`src/rtl/led_seq_pkg.sv`:
```
// Shared state encoding and AXI constants for the LED pattern sequencer.
package led_seq_pkg;

  typedef enum logic [1:0] {
    ST_IDLE,
    ST_WAIT_TICK,
    ST_ISSUE,
    ST_WAIT_B
  } led_seq_state_e;

  localparam logic [1:0]  AXI_RESP_OKAY        = 2'b00;
  localparam logic [1:0]  AXI_RESP_SLVERR      = 2'b10;
  localparam logic [31:0] LED_REG_ADDR_DEFAULT = 32'h0000_0000;

endpackage

```
`src/rtl/led_seq_timer.sv`:
```
// Pattern period timer: counts while run is high, restarting at 0 whenever run drops,
// and emits a registered one-cycle tick when the count reaches max(period,1)-1.
module led_seq_timer (
  input  logic        ACLK,
  input  logic        ARESET,
  input  logic        run,
  input  logic [31:0] period,
  output logic        tick
);

  logic [31:0] cnt_q, cnt_d;
  logic        tick_q, tick_d;
  logic [31:0] last_cnt;

  always_comb begin
    last_cnt = (period == 32'd0) ? 32'd0 : period - 32'd1;
    cnt_d    = 32'd0;
    tick_d   = 1'b0;
    if (run) begin
      if (cnt_q == last_cnt) begin
        tick_d = 1'b1;
      end else begin
        cnt_d = cnt_q + 32'd1;
      end
    end
  end

  always_ff @(posedge ACLK) begin
    if (ARESET) begin
      cnt_q  <= 32'd0;
      tick_q <= 1'b0;
    end else begin
      cnt_q  <= cnt_d;
      tick_q <= tick_d;
    end
  end

  assign tick = tick_q;

endmodule

```
`src/rtl/led_seq_ctrl.sv`:
```
// Steps through a pattern table, writing one entry per period to the LED register over AXI4-Lite.
//   state      | meaning
//   IDLE       | sequencer stopped, cur_idx retained
//   WAIT_TICK  | period timer running toward next write
//   ISSUE      | AW/W channels valid until each handshakes
//   WAIT_B     | BREADY high, waiting for write response
module led_seq_ctrl
  import led_seq_pkg::*;
#(
  parameter int unsigned C_M_AXI_ADDR_WIDTH = 32,
  parameter int unsigned C_M_AXI_DATA_WIDTH = 32,
  parameter logic [C_M_AXI_ADDR_WIDTH-1:0] LED_REG_ADDR = C_M_AXI_ADDR_WIDTH'(LED_REG_ADDR_DEFAULT),
  parameter int unsigned NUM_PATTERNS = 8,
  localparam int unsigned IDX_W = (NUM_PATTERNS > 1) ? $clog2(NUM_PATTERNS) : 1
) (
  input  logic                            ACLK,
  input  logic                            ARESET,
  input  logic                            enable,
  input  logic [31:0]                     period,
  input  logic                            cfg_we,
  input  logic [IDX_W-1:0]                cfg_idx,
  input  logic [C_M_AXI_DATA_WIDTH-1:0]   cfg_data,
  input  logic                            err_clr,
  output logic [C_M_AXI_ADDR_WIDTH-1:0]   M_AXI_AWADDR,
  output logic [2:0]                      M_AXI_AWPROT,
  output logic                            M_AXI_AWVALID,
  input  logic                            M_AXI_AWREADY,
  output logic [C_M_AXI_DATA_WIDTH-1:0]   M_AXI_WDATA,
  output logic [C_M_AXI_DATA_WIDTH/8-1:0] M_AXI_WSTRB,
  output logic                            M_AXI_WVALID,
  input  logic                            M_AXI_WREADY,
  input  logic [1:0]                      M_AXI_BRESP,
  input  logic                            M_AXI_BVALID,
  output logic                            M_AXI_BREADY,
  output logic                            busy,
  output logic                            err,
  output logic [IDX_W-1:0]                cur_idx
);

  led_seq_state_e                state_q, state_d;
  logic                          awvalid_q, awvalid_d;
  logic                          wvalid_q, wvalid_d;
  logic                          err_q, err_d;
  logic [C_M_AXI_DATA_WIDTH-1:0] wdata_q, wdata_d;
  logic [IDX_W-1:0]              idx_q, idx_d;
  logic [C_M_AXI_DATA_WIDTH-1:0] tbl_q [NUM_PATTERNS];
  logic                          tick;

  led_seq_timer u_timer (
    .ACLK   (ACLK),
    .ARESET (ARESET),
    .run    (state_q == ST_WAIT_TICK),
    .period (period),
    .tick   (tick)
  );

  // Table is deliberately outside reset so patterns survive a sequencer reset.
  always_ff @(posedge ACLK) begin
    if (cfg_we) begin
      tbl_q[cfg_idx] <= cfg_data;
    end
  end

  always_comb begin
    state_d   = state_q;
    awvalid_d = awvalid_q;
    wvalid_d  = wvalid_q;
    wdata_d   = wdata_q;
    idx_d     = idx_q;
    err_d     = err_q;
    if (err_clr) begin
      err_d = 1'b0;
    end
    unique case (state_q)
      ST_IDLE: begin
        if (enable) state_d = ST_WAIT_TICK;
      end
      ST_WAIT_TICK: begin
        if (!enable) begin
          state_d = ST_IDLE;
        end else if (tick) begin
          state_d   = ST_ISSUE;
          awvalid_d = 1'b1;
          wvalid_d  = 1'b1;
          wdata_d   = tbl_q[idx_q];
        end
      end
      ST_ISSUE: begin
        if (M_AXI_AWREADY) awvalid_d = 1'b0;
        if (M_AXI_WREADY)  wvalid_d  = 1'b0;
        if ((!awvalid_q || M_AXI_AWREADY) && (!wvalid_q || M_AXI_WREADY)) begin
          state_d = ST_WAIT_B;
        end
      end
      ST_WAIT_B: begin
        if (M_AXI_BVALID) begin
          idx_d   = (idx_q == IDX_W'(NUM_PATTERNS - 1)) ? '0 : idx_q + IDX_W'(1);
          state_d = enable ? ST_WAIT_TICK : ST_IDLE;
          // A failing response overrides a simultaneous clear.
          if (M_AXI_BRESP != AXI_RESP_OKAY) err_d = 1'b1;
        end
      end
      default: state_d = ST_IDLE;
    endcase
  end

  always_ff @(posedge ACLK) begin
    if (ARESET) begin
      state_q   <= ST_IDLE;
      awvalid_q <= 1'b0;
      wvalid_q  <= 1'b0;
      wdata_q   <= '0;
      idx_q     <= '0;
      err_q     <= 1'b0;
    end else begin
      state_q   <= state_d;
      awvalid_q <= awvalid_d;
      wvalid_q  <= wvalid_d;
      wdata_q   <= wdata_d;
      idx_q     <= idx_d;
      err_q     <= err_d;
    end
  end

  assign M_AXI_AWADDR  = LED_REG_ADDR;
  assign M_AXI_AWPROT  = 3'b000;
  assign M_AXI_AWVALID = awvalid_q;
  assign M_AXI_WDATA   = wdata_q;
  assign M_AXI_WSTRB   = '1;
  assign M_AXI_WVALID  = wvalid_q;
  assign M_AXI_BREADY  = (state_q == ST_WAIT_B);
  assign busy          = (state_q == ST_ISSUE) || (state_q == ST_WAIT_B);
  assign err           = err_q;
  assign cur_idx       = idx_q;

endmodule
```
`config.mk`:
```
export PLATFORM = sky130hd
export DESIGN_NAME = led_seq_ctrl
export DESIGN_NICKNAME = d
export VERILOG_FILES = /design/src/rtl/led_seq_pkg.sv /design/src/rtl/led_seq_timer.sv /design/src/rtl/led_seq_ctrl.sv
export SDC_FILE = /design/constraint.sdc
export NUM_CORES = 1
export LEC_CHECK = 0
export ABC_AREA = 1
export CORE_MARGIN = 4
export CORE_UTILIZATION = 56
export CTS_CLUSTER_SIZE = 30
export DETAILED_ROUTE_END_ITERATION = 7
export PLACE_DENSITY = 0.79
export SYNTH_ARGS = -nofsm -noshare
export SYNTH_HDL_FRONTEND = slang
export SYNTH_SLANG_ARGS = --single-unit
export TNS_END_PERCENT = 30
```
`constraint.sdc`:
```
create_clock -name ACLK -period 6 [get_ports ACLK]
set_clock_uncertainty 0.2 [all_clocks]
set_input_delay 1.8 -clock ACLK [delete_from_list [all_inputs] [get_ports ACLK]]
set_output_delay 1.8 -clock ACLK [all_outputs]
set_load 0.02 [all_outputs]
```
# Word level (Yosys, flattened, before mapping)
# Memory sizes are Yosys's and may differ from the RTL's. A register that Yosys moved wholly into a read port is not among the register bits.
# Cells that the tools add are included.
# word_totals
ff_bits	41
mem_bits_rw	256
input_bits	77
out_inout_bits	79
mem_count	1
# op_classes
addsub	3
n_eq_ne	13
n_mux	22
bitwise	1
reduce_logical	17
# mem_list
name	depth	word_bits	rd	rd_ports_with_merged_regs	write_ports	line_no	source
tbl_q	8	32	1	1	1	led_seq_ctrl.sv:46	logic [C_M_AXI_DATA_WIDTH-1:0] tbl_q [NUM_PATTERNS];
# ops
op	n
adder 32 x 1 -> 32 bit (second input constant)	1
== test 32 bit	1
zero test 32 bit	1
2-to-1 mux 32 bit	1
subtractor 32 x 1 -> 32 bit (second input constant)	1
!= test 2 bit (second input constant)	7
2-to-1 mux 1 bit	12
AND reduction 4 bit	3
2-to-1 mux 2 bit	5
case mux 2 bit (4 select lines)	1
== test 2 bit (second input constant)	2
case mux 1 bit (2 select lines)	2
nonzero test 2 bit	2
adder 3 x 1 -> 3 bit (second input constant)	1
== test 3 bit (second input constant)	1
logical OR 1 bit	3
2-to-1 mux 3 bit	1
!= test 3 bit (second input constant)	1
AND reduction 3 bit	1
OR reduction 3 bit	1
== test 2 x 1 -> 1 bit (second input constant)	1
zero test 1 bit	2
zero test 2 bit	1
AND reduction 2 bit	1
other kinds (3)	3

# Longest topological paths before layout
# Gate-level depths: netlist of run 1.
# depth
depth_word	5
mapped_depth	19

# By module
# Synthesis of run 1 repeated with hierarchy kept, for this count alone.
# unflattened
cells_unflattened	1741
hier_area_um2	15741.3
# modules_own_cells
mod	instances	cells_each	area_per_inst_um2	seq_area_each_um2
led_seq_ctrl	1	1113	12269.3	8488.1
led_seq_timer	1	628	3472.1	660.6

# Worst setup path after synthesis of run 1
# No wires, ideal clock.
# synth_timing
path_type	input port to flip-flop
startpoint	input cfg_idx[0]
endpoint	memory tbl_q[0][0] (enable)
setup_time_ns	0.421
arrival_time_ns	3.295
required_ns	5.379
setup_slack_ns	2.083
stages	3
cell_sequence	inv_1 -> nand2_1 -> nor2_1
# synth_rtl
element	line_no	source
start: declaration	led_seq_ctrl.sv:21	input logic [IDX_W-1:0] cfg_idx,
end: declaration	led_seq_ctrl.sv:46	
# No word-level cell before the write port.

# Worst setup path in the final report of run 1
# layout_timing
startpoint	input period[0]
endpoint	register u_timer.cnt_q[0]
# layout_via
elab_chain_len	4
# layout_rtl
element	line_no	source
start: declaration	led_seq_ctrl.sv:19	input logic [31:0] period,
subtractor 32 x 1 -> 32 bit / zero test 32 bit (equally long branches)	led_seq_timer.sv:16	last_cnt = (period == 32'd0) ? 32'd0 : period - 32'd1;
2-to-1 mux 32 bit (*)	led_seq_timer.sv:16	
== test 32 bit (*)	led_seq_timer.sv:20	if (cnt_q == last_cnt) begin
OR reduction 3 bit (no line) (*)	--	
end signal: assignment	led_seq_timer.sv:33	cnt_q <= cnt_d;
end: declaration	led_seq_timer.sv:11	logic [31:0] cnt_q, cnt_d;
# Mark *: on every way between the ends. The rest lies on a longest branch, timed or not.
# A chain may end at the register's enable or synchronous reset.

==> impl_summary.md, run 1 <==
Route
The routed via count divided by cell count is 5.62. The detailed-route DRC error count is 0. The pre-antenna-repair detailed-routing pass consisted of 6 iterations. Summing over every cut layer, the via total after detailed routing is 10728. Dividing the detail-routed wire length by the instance count gives approximately 18 um. After detailed routing, the total wire length is 33.8 mm. The initial DRC count is 976.

The detail route stage leaves a number of antenna-violating nets equal to 0.

Synthesis
The average size of a mapped cell is 10.1 um2. The mapped netlist covers 0.0147 mm2. Yosys mapped the design onto 37 distinct sky130hd cell types. For this run, the register share of the synthesized area comes to 0.621. Synthesis produced around 1500 cells. After synthesis the netlist holds a flip-flop and latch count of 329. The number of warnings reported in the yosys synthesis log is 0.

Clock network
The CTS buffer count is 31. TritonCTS built the clock tree. The number of cells upsized or downsized after cts is 0. The post-cts hold buffer count is 0. The clock latency reported for the late side of the worst-skew pair is 550 ps. The number of levels in the clock H-tree is 1. The clock sink total is 329. After clock tree synthesis, the setup repair step added 0 buffers. Clock-pin slew was measured on the worst setup and hold paths at 70 ps. Counting along the longest clock path gives a buffer depth of 3. The buffer type at the clock tree root is sky130_fd_sc_hd__clkbuf_16.

Finish
The number of antenna diodes in the final layout is 0. The post-layout net count is 1633. Leaving out filler cells and counting taps, the final layout contains 1910. The total of fill cells in the finished design is 1947. The proportion of layout cells with a drive suffix above 1 is 0.0749.

From synthesis to final layout, the design area changed by 15.4%. Measured on the finished design, the core utilization comes to 0.654.

Place
The number of placed instances, taps included, is 1854. The count of input and output buffers is roughly 120. After legalization and detailed placement, the total HPWL measured ~20 mm. The weighted congestion reported at the end of routability-driven placement is 0.883.

Power and ir drop
In this run the power density over the cells is approximately 340 mW/mm2. For this design the static power due to leakage is 5.92 nW. The overall power is 5.73 mW. The largest voltage drop on the vdd net is 0.352 mV.

Timing
The hold violation count in the final report was 0. The total of endpoints with negative setup slack in the final report is 0. For this run, the top clock speed supported by timing is 0.230 GHz. The time the final worst path needs with I/O delays and setup is 4340 ps.

The final hold slack is 294 ps. For the final routed database, the setup TNS stands at 0 ps. For the pin with the worst max-slew slack, the measured transition is 1200 ps. The number of max-slew violations in the final report was 0. Measured against its own limit, the worst slew margin works out to 0.197. Of the available clock period, the critical path in the final layout requires 0.724. Setup repair after global routing left no endpoint under its margin.

Critical path
The kind of end point of the critical path is a flop. In this design, the stage delay of the slowest critical-path cell is 420 ps. For this design, the slowest cell found on the critical path is sky130_fd_sc_hd__clkdlybuf4s50_1. In this run the register-to-register setup slack is 3050 ps. The worst setup path is of the in -> reg kind. STA puts the critical path data required time at 6220 ps. The highest net fanout along the worst path is 52. The critical path launch point type is an input port. Traced cell by cell, the critical path runs through clkdlybuf4s50_1 -> inv_1 -> ha_1 -> nand2_4 -> nor2_8 -> nand2_2 -> inv_2 -> nand2_4 -> nand2_1 -> nand2_1 -> nand2_1 -> nand3_1 -> nor2_1 -> nand2_1 -> nor2_2 -> nand3_2 -> nand2_4 -> nor2_1.

The length in cells of the worst reg-to-reg path is 7. The most used cell along the critical path is sky130_fd_sc_hd__nand2_1. The data arrival time of the critical path is 4570 ps.

GRT
The routing usage on met3 is 0.0334. The initial antenna violation count came to 0. The global routing's busiest layer is met2.

The routing usage on met1 is 0.301. The global-route wire length before repair is 52.4 mm. The pin count of the biggest net entering global routing is between 90 and 100. For this run, the total global-route usage over all layers was measured as 0.225. The number of global-route vias before repair is 10291. Global routing finished with a remaining overflow of 0.

For met2 alone, demand over resource in global routing was 0.384.

Die
The die boundary height is 170 um. The die outline width is 170 um. The number of placement rows is 59. The initial utilization of the core area, before any placement, comes to 0.567. The area of the core is 0.0260 mm2. During I/O placement, the number of pins put on the boundary was 156. The die covers 0.0290 mm2.

Hold path
The number of instances on the worst hold path is 2. The tightest min-delay check is of the reg -> reg type.

Outcome
The run finished with clean final reports.

Job
The number of maximum-capacitance violations is 0.
-- worst paths after layout --
path                 from          endpoint
max reg2reg    cur_idx[1]   M_AXI_WDATA[23]
max             period[0]  u_timer.cnt_q[0]
min reg2reg  M_AXI_WVALID      M_AXI_WVALID
min          M_AXI_WVALID      M_AXI_WVALID
-- metal layers --
layer,vias to the layer above,wire length [um]
li1,5187,-
met1,5034,13800
met2,440,16300
met3,67,2750
met4,0,867
met5,-,0
-- layout by cell type, fill, tap and decap left out, types with 2 or more instances in the layout --
cell	count
sky130_fd_sc_hd__bufinv_16	2
sky130_fd_sc_hd__nor4_1	4
sky130_fd_sc_hd__o21bai_1	12
sky130_fd_sc_hd__nor2_1	235
sky130_fd_sc_hd__clkinvlp_4	2
sky130_fd_sc_hd__xnor2_1	4
sky130_fd_sc_hd__clkbuf_1	2
sky130_fd_sc_hd__clkinv_2	11
sky130_fd_sc_hd__nand2_4	3
sky130_fd_sc_hd__edfxtp_1	256
sky130_fd_sc_hd__buf_4	15
sky130_fd_sc_hd__nor2_4	12
sky130_fd_sc_hd__inv_1	98
sky130_fd_sc_hd__nor3_2	2
sky130_fd_sc_hd__o22ai_1	32
sky130_fd_sc_hd__clkdlybuf4s50_1	116
sky130_fd_sc_hd__o21ai_0	202
sky130_fd_sc_hd__nor3_1	11
sky130_fd_sc_hd__inv_6	2
sky130_fd_sc_hd__nand4_1	26
sky130_fd_sc_hd__nand3_1	49
sky130_fd_sc_hd__nor2_2	25
sky130_fd_sc_hd__clkinv_1	5
sky130_fd_sc_hd__o221ai_1	33
sky130_fd_sc_hd__clkbuf_16	31
sky130_fd_sc_hd__conb_1	39
sky130_fd_sc_hd__nand2_2	4
sky130_fd_sc_hd__xor2_1	32
sky130_fd_sc_hd__nand2_1	180
sky130_fd_sc_hd__inv_2	2
sky130_fd_sc_hd__a21oi_1	41
sky130_fd_sc_hd__clkbuf_8	2
sky130_fd_sc_hd__ha_1	4
sky130_fd_sc_hd__dfxtp_1	71
-- registers in the layout (all words and copies together), names as in the netlist, named ones only --
| register | count |
|---|---|
| M_AXI_AWVALID | 1 |
| u_timer.cnt_q | 32 |
| tbl_q | 256 |
| M_AXI_WVALID | 1 |
| cur_idx | 3 |
| M_AXI_WDATA | 32 |
| u_timer.tick | 1 |
| state_q | 1 |
| err | 1 |
-- report_power, final --
group          leakage, nW  switching [mW]  internal, mW
Combinational         2.52           0.701         0.418
Clock                0.483           0.814          1.05
Sequential            2.92          0.0986          2.65
-- synth_stat cells, drive strengths merged --
| library cell | instances | area (um2) |
|---|---|---|
| dfxtp | 73 | 1460 |
| nand3 | 50 | 255 |
| o21ai | 202 | 1010 |
| clkbuf | 60 | 225 |
| o22ai | 32 | 200 |
| o21bai | 12 | 90.1 |
| nor2 | 273 | 1130 |
| a311oi | 1 | 8.76 |
| nor3 | 13 | 75.1 |
| xnor2 | 4 | 35.0 |
| inv | 101 | 379 |
| buf | 47 | 384 |
| o211ai | 1 | 7.51 |
| nand2 | 187 | 734 |
| xor2 | 32 | 280 |
| nand4 | 26 | 163 |
| or3 | 1 | 6.26 |
| a21oi | 41 | 205 |
| or2 | 1 | 6.26 |
| a31oi | 1 | 6.26 |
| ha | 4 | 50.1 |
| nor4 | 4 | 25.0 |
| conb | 2 | 7.51 |
| nand3b | 1 | 7.51 |
| edfxtp | 256 | 7690 |
| o221ai | 33 | 289 |
-- critical path: cells and delay by family --
family / cells / cell delay, ps
simple gates: 14 / 1860
fa+ha+maj: 1 / 260
buf+inv: 3 / 620
-- cells by family after synthesis --
group | after synthesis | share of synthesized area
XOR/XNOR | 36 | 0.0214
other | 2 | 0.000510
flip-flops | 329 | 0.621
adder cells (fa/ha/maj) | 4 | 0.00340
AO/OA/AOI/OAI | 323 | 0.123
buffers and inverters | 208 | 0.0671
AND/OR/NAND/NOR | 556 | 0.163
-- cell type report --
class                      instances  area (um2)  area share
sequential                       329        9150       0.539
multi-input combinational        958        4800       0.282
timing repair buffer             131        1270      0.0749
clock buffer                      35         811      0.0477
tap                              335         419      0.0247
inverter                         101         380      0.0224
clock inverter                    21         161     0.00950
-- metrics by stage --
step	cell area (um2)	setup slack [ps]
final	17000	1660
after global routing	17000	1380
after CTS	17000	1660
after detailed placement	16000	1090
after global placement	16000	1170
after floorplan	14900	2080
Note: power is estimated with default switching activity, not from simulation.
==> run 2, diff against run 1 <==
==> constraint.sdc (replaced) <==
create_clock -name ACLK -period 4.52 [get_ports ACLK]
set_clock_uncertainty 0.2 [all_clocks]
set_input_delay 1.356 -clock ACLK [delete_from_list [all_inputs] [get_ports ACLK]]
set_output_delay 1.356 -clock ACLK [all_outputs]
set_load 0.02 [all_outputs]
==> run 2 against run 1 <==
  * Critical path type unchanged
  * Sequential share of layout area shrank 0.50 points
  * Power up 35%
  * Routed wire length fell by 0.32%
  * Clock power increased by 36%
  * Via count about the same
==> impl_summary.md, run 2 (same netlist as run 1, synthesis figures left out) <==
Place
The sum of net half-perimeters after detailed placement is 20.9 mm (was 20.5 mm). The worst slack at placement is 155 ps (was 1090 ps). The weighted congestion reported at the end of routability-driven placement is 0.874 (was 0.883). The count of input and output buffers is 116 (unchanged).

Clock network
The number of cells upsized or downsized after cts is 0 (unchanged). The clock tree from TritonCTS is yes (unchanged). The clock sink total is 329 (unchanged). The clock latency reported for the late side of the worst-skew pair was 550 ps (about the same).

The count of buffers added by post-CTS timing repair for setup is 0 (unchanged). The largest buffer count on any clock path was 3 (unchanged). The post-cts hold buffer count came to 0 (unchanged). The number of levels in the clock H-tree came to 1 (unchanged). The clock transition at the registers of the reported paths came to 60 ps (was 70 ps). The buffer type at the clock tree root was sky130_fd_sc_hd__clkbuf_16 (unchanged). The CTS buffer count is 31 (unchanged).

Route
The length of the first detailed-routing pass in iterations is 5 (was 6). The total number of vias is 10737 (was 10728). The routed via count divided by cell count is 5.60 (was 5.62).

The detailed-route DRC error count was 0 (unchanged). The average routed wire per standard cell is 17.5 um (was 17.7 um). The count of antenna-violating nets left after detailed routing is 0 (unchanged). The final wirelength was 33.6 mm (was 33.8 mm). The initial DRC count is 950 (was 976).

Finish
The proportion of layout cells with a drive suffix above 1 is 0.0772 (was 0.0749). Leading cell types in the layout, fill and taps excluded: 256 x sky130_fd_sc_hd__edfxtp_1, 235 x sky130_fd_sc_hd__nor2_1, 202 x sky130_fd_sc_hd__o21ai_0 (unchanged). The post-synthesis to final-layout area growth is 16.5% (was 15.4%). The post-layout net count is 1637 (was 1633).

The most frequent standard cell in the layout excluding fill and tap cells is sky130_fd_sc_hd__edfxtp_1 (unchanged). The flip-flop count of the largest register after layout came to 256 (unchanged). The register ranked first by flip-flop count was tbl_q (unchanged).

Die
The area of the core is 0.0260 mm2 (unchanged). The number of placement rows is 59 (unchanged). The die boundary height came to 170 um (unchanged).

The die outline width is 170 um (unchanged). The I/O pin count is 156 (unchanged). The initial core utilization is 0.567 (unchanged). The total die area came to 0.0290 mm2 (unchanged).

Timing
Dividing the final minimum period by the clock period gives 0.841. The final critical-path setup slack came to 717 ps (was 1660 ps). The hold violation count in the final report is 0 (unchanged). The worst max-slew margin expressed relative to the limit was 0.497 (was 0.197). The maximum clock rate is 0.263 GHz. Subtracting the final worst setup slack from the clock period gives between 3000 and 4000 ps. The transition time at the pin with the least slew margin is 753 ps (was 1200 ps). The final hold slack is 285 ps (was 294 ps). The number of max-slew violations in the final report is 0 (unchanged). Unrepaired setup endpoints after global routing: no (unchanged). The final-layout setup total negative slack is 0 ps (unchanged). The total of endpoints with negative setup slack in the final report is 0 (unchanged).

Critical path
The critical path launch point type is an input port (unchanged). The data arrival time of the critical path is 4030 ps (was 4570 ps). Series of cell instances along the critical path: clkdlybuf4s50_1 -> inv_1 -> ha_1 -> nand2_4 -> nor2_8 -> nand2_2 -> inv_2 -> nand2_4 -> nand4_1 -> nand2_1 -> nor2_1 -> nand2_1 -> nor2_1 -> nand3_2 -> nand2_4 -> buf_12 -> nor2_1 (was clkdlybuf4s50_1 -> inv_1 -> ha_1 -> nand2_4 -> nor2_8 -> nand2_2 -> inv_2 -> nand2_4 -> nand2_1 -> nand2_1 -> nand2_1 -> nand3_1 -> nor2_1 -> nand2_1 -> nor2_2 -> nand3_2 -> nand2_4 -> nor2_1). The data required time of the worst path was 4750 ps (was 6220 ps). The kind of end point of the critical path is a flop (unchanged).

The worst setup path category is in -> reg (unchanged). The delay of the slowest critical-path stage is 430 ps (was 420 ps). The highest net fanout along the worst path is 52 (unchanged). The worst-path cell with the longest stage delay is sky130_fd_sc_hd__clkdlybuf4s50_1 (unchanged).

GRT
The initial antenna violation count is 2 (was 0). The total overflow reported by the global router was 0 (unchanged). The number of global-route vias before repair is 10606 (was 10291). The global-route total usage across every layer is 0.227 (was 0.225). The global-route wire length before repair came to 52.9 mm (was 52.4 mm). The pin count of the biggest net entering global routing was 73 (was 97).

Power and ir drop
The static power due to leakage was 5.98 nW (was 5.92 nW). The largest voltage drop on the vdd net came to 0.436 mV (was 0.352 mV). The total power divided by cell area is 450 mW/mm2 (was 337 mW/mm2).

Outcome
Outcome: completed (unchanged).

Hold path
The path category of the worst min-delay check is reg -> reg (unchanged).

Job
The number of maximum-capacitance violations is 0 (unchanged).
[run 2: path summary, 6_finish.rpt]
| check | slack [ps] | startpoint | end | cells past startpoint |
|---|---|---|---|---|
| hold reg to reg | 290 | u_timer.cnt_q[0] | u_timer.cnt_q[0] | 1 |
| setup reg to reg | 1620 | cur_idx[0] | M_AXI_WDATA[12] | 6 |
| setup / recovery | 720 | period[0] | u_timer.cnt_q[8] | 17 |
| hold / removal | 290 | u_timer.cnt_q[0] | u_timer.cnt_q[0] | 1 |
[run 2: routing by layer]
layer  routed length, um  vias up  global-route usage  share of wire
met5                  13        -                   0        0.00039
met4                1060        2              0.0788          0.032
met3                2590       81              0.0413          0.077
met2               16500      417               0.394           0.49
met1               13400     5035               0.287           0.40
li1                    -     5202                   -              -
[run 2: critical path, delay by kind of cell]
family / cells / cell delay [ps]
and+or+nand+nor: 12 / 1540
buffers and inverters: 4 / 850
adders and majority gates: 1 / 260
[run 2: area by class of cell]
cell class                 instances  area (um2)
timing repair buffer             135        1380
multi-input combinational        958        4800
antenna                            1        2.50
fill                            1999        8830
clock buffer                      39         836
sequential                       329        9150
tap                              335         419
inverter                         101         380
clock inverter                    19         186
[run 2: where the power goes]
part | switching, mW | internal [mW]
clock network | 1.07 | 1.48
logic | 0.930 | 0.586
registers | 0.133 | 3.51
total | 2.13 | 5.58
[run 2: per-stage QoR]
stage	std cells	cell area, um2	utilization	total power [mW]
2_1_floorplan	1495	14900	-	4.56
3_3_place_gp	1858	16100	0.621	5.17
3_5_place_dp	1858	16100	0.621	5.22
4_1_cts	1916	17200	0.660	7.78
5_1_grt	1917	17200	0.660	8.07
6_report	1917	17200	0.660	7.72
